--- src/rtl/spiker_input_loader.sv ---
// spiker_input_loader: double-buffered spike-word loader that presents one image
// to the core for N_STEPS valid/ready handshakes, with one idle cycle between steps.
module spiker_input_loader #(
   parameter int WIDTH    = 32,
   parameter int N_SPIKES = 784,
   parameter int N_WORDS  = 25,
   parameter int N_STEPS  = 15,
   parameter int IDX_W    = $clog2(N_WORDS),
   parameter int STEP_W   = $clog2(N_STEPS + 1)
) (
   input  logic                clk_i,
   input  logic                rst_ni,
   input  logic                wr_en_i,
   input  logic [IDX_W-1:0]    wr_idx_i,
   input  logic [WIDTH-1:0]    wr_data_i,
   input  logic                start_i,
   input  logic                clear_i,
   input  logic                core_ready_i,
   output logic [N_SPIKES-1:0] spikes_o,
   output logic                spikes_valid_o,
   output logic                busy_o,
   output logic                done_o,
   output logic [STEP_W-1:0]   step_o,
   output logic [N_WORDS-1:0]  loaded_o,
   output logic                err_o
);
   localparam int LAST_W = N_SPIKES - (N_WORDS - 1) * WIDTH;

   typedef enum logic [1:0] {S_IDLE, S_PRESENT, S_GAP, S_DONE} state_t;

   state_t              r_state, w_next;
   logic [N_SPIKES-1:0] w_load, r_shadow;
   logic [N_WORDS-1:0]  r_loaded, w_wr_mask;
   logic [STEP_W-1:0]   r_step;
   logic                r_err, w_idx_ok, w_wr, w_idle, w_start, w_hs, w_last;

   assign w_idx_ok  = {1'b0, wr_idx_i} < (IDX_W + 1)'(N_WORDS);
   assign w_wr      = wr_en_i && w_idx_ok;
   assign w_wr_mask = w_wr ? N_WORDS'(1) << wr_idx_i : '0;
   assign w_idle    = r_state == S_IDLE;
   assign w_start   = start_i && w_idle && &r_loaded;
   assign w_hs      = r_state == S_PRESENT && core_ready_i;
   assign w_last    = r_step == STEP_W'(N_STEPS - 1);

   // The last word is narrower, so its unused upper data bits never get a flop.
   genvar g;
   generate
      for (g = 0; g < N_WORDS; g++) begin : g_word
         localparam int W = (g == N_WORDS - 1) ? LAST_W : WIDTH;
         logic [W-1:0] r_word;
         always_ff @(posedge clk_i or negedge rst_ni)
            if (!rst_ni) r_word <= '0;
            else if (clear_i) r_word <= '0;
            else if (w_wr && wr_idx_i == IDX_W'(g)) r_word <= wr_data_i[W-1:0];
         assign w_load[g*WIDTH +: W] = r_word;
      end
   endgenerate

   always_ff @(posedge clk_i or negedge rst_ni)
      if (!rst_ni) begin
         r_state  <= S_IDLE;
         r_shadow <= '0;
         r_loaded <= '0;
         r_step   <= '0;
         r_err    <= 1'b0;
      end else begin
         r_state <= w_next;
         if (clear_i) begin
            r_shadow <= '0;
            r_loaded <= '0;
            r_step   <= '0;
            r_err    <= 1'b0;
         end else begin
            if (w_start) r_shadow <= w_load;
            r_loaded <= w_start ? w_wr_mask : r_loaded | w_wr_mask;
            r_step   <= w_start ? '0 : w_hs ? r_step + STEP_W'(1) : r_step;
            if ((wr_en_i && !w_idx_ok) || (start_i && w_idle && !(&r_loaded))) r_err <= 1'b1;
         end
      end

   always_comb begin
      w_next = r_state;
      if (clear_i) w_next = S_IDLE;
      else
         case (r_state)
            S_IDLE:    w_next = w_start ? S_PRESENT : S_IDLE;
            S_PRESENT: w_next = !w_hs ? S_PRESENT : w_last ? S_DONE : S_GAP;
            S_GAP:     w_next = S_PRESENT;
            S_DONE:    w_next = S_IDLE;
            default:   w_next = S_IDLE;
         endcase
   end

   assign spikes_o       = r_shadow;
   assign spikes_valid_o = r_state == S_PRESENT;
   assign busy_o         = !w_idle;
   assign done_o         = r_state == S_DONE;
   assign step_o         = r_step;
   assign loaded_o       = r_loaded;
   assign err_o          = r_err;
endmodule
--- config.mk ---
export PLATFORM = sky130hd
export DESIGN_NAME = spiker_input_loader
export DESIGN_NICKNAME = d
export VERILOG_FILES = /design/src/rtl/spiker_input_loader.sv
export SDC_FILE = /design/constraint.sdc
export NUM_CORES = 2
export LEC_CHECK = 0
export CORE_MARGIN = 8
export CORE_UTILIZATION = 45
export CTS_BUF_LIST = sky130_fd_sc_hd__clkbuf_8
export CTS_CLUSTER_DIAMETER = 50
export CTS_CLUSTER_SIZE = 20
export DETAILED_ROUTE_END_ITERATION = 16
export PLACE_DENSITY_LB_ADDON = 0.05
export SYNTH_ARGS = -nofsm -noshare
export SYNTH_HDL_FRONTEND = slang
export SYNTH_SLANG_ARGS = --single-unit
--- constraint.sdc ---
create_clock -name clk_i -period 2.9 [get_ports clk_i]
set_clock_uncertainty 0.1 [all_clocks]
set_input_delay 0.29 -clock clk_i [delete_from_list [all_inputs] [get_ports clk_i]]
set_output_delay 0.29 -clock clk_i [all_outputs]
set_load 0.02 [all_outputs]
==> flow_summary.json <==
{
  "status": "finished, final reports clean",
  "slew_violations": 0,
  "stdcell_area_um2": 81100,
  "drt-met1-wl_um": 110000,
  "wl_per_cell_um": 27.8,
  "clk_pin_slew_ns": 0.10,
  "layout.nets": 7671,
  "cts_buffers": 153,
  "dieWidth_um": 398,
  "reg2regPathDepth": 6,
  "area_growth_pct": 23.8,
  "core.rowCount": 140,
  "clock_path_buffers": 3,
  "worst_pin_slew_ns": 1.27,
  "wl_met3_um": 23000,
  "hold_viol_final": 0,
  "io_pins": 860,
  "power_mw": 40.6,
  "synth_top_area_share_pct": 61.1,
  "comb_power_share_pct": 5.0,
  "cts_hold_buffers": 36,
  "syn_area_um2": 65500,
  "switchingPower_mw": 10.8,
  "regToRegStartpoint": "loaded_o[7]",
  "multi_input_area_um2": 22300,
  "path_class": "register to output port",
  "cp_max_fo": 5,
  "peakVddDrop_uv": 322,
  "synth.distinct_cells": 42,
  "grt_overflow_total": 0,
  "r2r_end": "spikes_o[503]",
  "whs_ns": 0.0586,
  "synth_nets": 7089,
  "top_layer_used": "met5",
  "slew-limit-headroom_pct": 15.4,
  "seqPwrFrac_pct": 55.2,
  "critPathArrivalTime_ns": 2.41,
  "netlist_instances": 7044,
  "avgViaCountPerCell": 5.98,
  "start_util_pct": 45.2,
  "post_cts_buffers": 0,
  "fin_util_pct": 55.9,
  "firstDrtPassIters": 6,
  "max_freq_ghz": 0.357,
  "grt_max_degree": 215,
  "setup_violations": 0,
  "drt_iter0_drc": 6505,
  "grt_pass1_vias": 55900,
  "synth_edf_count": 0,
  "gp_congestion": 0.840,
  "period_share_pct": 96.5,
  "ys_top_cells_by_area": "dfrtp_1, a21oi_1, nand2_1",
  "ys_ff_latch": 1600,
  "nFillCells": 13100,
  "power.leakage_nw": 32.7,
  "dieArea_um2": 158000,
  "ctsResizeCount": 0,
  "ff2ff_setup_slack_ns": 0.17,
  "grt_pass1_wl_um": 393000,
  "synthFlopType": "dfrtp_1",
  "wirelength_um": 270000,
  "ys_warn_count": 0,
  "antenna_found_initial": 13,
  "cts-root-buf": "clkbuf_8",
  "crit_path_end_kind": "output port",
  "synthArstFlopShare_pct": 100,
  "drive_above_1_share_pct": 8.26,
  "hp-class": "input port to async pin",
  "rsz0062_at_grt": "no",
  "core-area_um2": 145000,
  "postRouteAntennaNets": 0,
  "drc_errors": 0,
  "die_y_um": 398,
  "dr_wl_met2_um": 124000,
  "power.internal_mw": 29.8,
  "cp.required_ns": 2.51,
  "yosysSeqAreaShare_pct": 61.1,
  "max-cap-violations": 0,
  "yosysTopAreaCell": "dfrtp_1",
  "cp-start-kind": "register",
  "synth_commonest_cells": "dfrtp_1, a21oi_1, nand2_1",
  "postPlaceCellArea_um2": 77100,
  "min_period_ns": 2.80,
  "register_area_um2": 40000,
  "powerDensity_nw_per_um2": 501,
  "dpl.hpwl_um": 171000,
  "num_vias": 57900,
  "clock_latency_ns": 0.93,
  "cts.sinks": 1600,
  "numPortBuffers": 859,
  "yosysMostFrequentCell": "dfrtp_1",
  "globalRouteTotalUtil_pct": 32.9,
  "power.share.clock_pct": 39.8,
  "htree_num_levels": 4,
  "cts_tree": "built",
  "p_sw_share_pct": 26.7,
  "syn_area_per_cell_um2": 9.30
}
==> critical path, cell delays in order (launching register included) <==
cell and delay, ns:
dfrtp_1 0.49, nor2b_1 0.18, buf_4 0.20, clkdlybuf4s50_1 0.64
==> per-stage QoR <==
step                cells  setup TNS, ns  setup slack, ns
CTS                  9676              0           0.0202
global route         9677              0           0.0467
global placement     9352              0          0.00773
finish               9681              0            0.103
detailed placement   9352        -0.0767          -0.0154
floorplan            7044              0            0.649
==> placed cells by master, fill, tap and decap left out, drive strengths merged, types with 35 or more instances in the layout <==
cell,n
o21ai,807
dlygate4sd3,35
a22o,96
clkbuf,170
nand3,794
a21oi,1502
dfrtp,1600
nand2,1394
buf,332
clkdlybuf4s50,825
inv,54
==> worst max path at each step <==
stage / end / from / slack (ns) / cells past startpoint
detailed placement: spikes_o[161] / start_i / -0.02 / 9
global route: spikes_valid_o / r_state[0] / 0.05 / 3
finish: spikes_valid_o / r_state[0] / 0.10 / 3
CTS: spikes_valid_o / r_state[0] / 0.02 / 3
floorplan: spikes_o[564] / loaded_o[6] / 0.65 / 8
global placement: spikes_o[147] / start_i / 0.008 / 9
==> kinds of logic (layout without fill, tap and decap cells) <==
| family | Yosys count | after routing | synth area share, % |
|---|---|---|---|
| AOI/OAI and AO/OA | 2413 | 2413 | 19.0 |
| and+or+nand+nor | 2262 | 2262 | 14.8 |
| adders and majority gates | 2 | 2 | 0.0382 |
| buffers and inverters | 766 | 1481 | 5.06 |
| DFF | 1600 | 1600 | 61.1 |
| xor gates and xnor gates | 1 | 1 | 0.0134 |
| other | 0 | 5 | 0 |
==> power by group through the flow <==
stage	registers, mW	logic (mW)	clock network [mW]
2_1_floorplan	22.9	0.607	0
3_3_place_gp	22.9	2.00	0
3_5_place_dp	22.9	2.00	0
4_1_cts	22.4	2.05	16.4
5_1_grt	22.4	2.16	17.3
6_report	22.4	2.04	16.2
==> area by class of cell <==
type                       count  share of cell area (%)
antenna                        5                  0.0154
clock buffer                 170                    2.88
clock inverter               118                    1.58
inverter                       1                 0.00463
multi-input combinational   4678                    27.5
sequential                  1600                    49.4
tap                         1917                    2.96
timing repair buffer        1192                    15.7
==> state kept, by name, indices dropped and copies added, names as in the netlist <==
name and cells:
step_o 4, r_state 2, g_word.r_word 784, err_o 1, loaded_o 25, spikes_o 784
==> per-layer routing <==
metal  vias up  global-route usage (%)
met5         -                       0
met1     29400                    45.1
met2      2644                    50.5
met4         6                    14.7
li1      25300                       -
met3       522                    7.12
(Power assumes the default switching activity.)
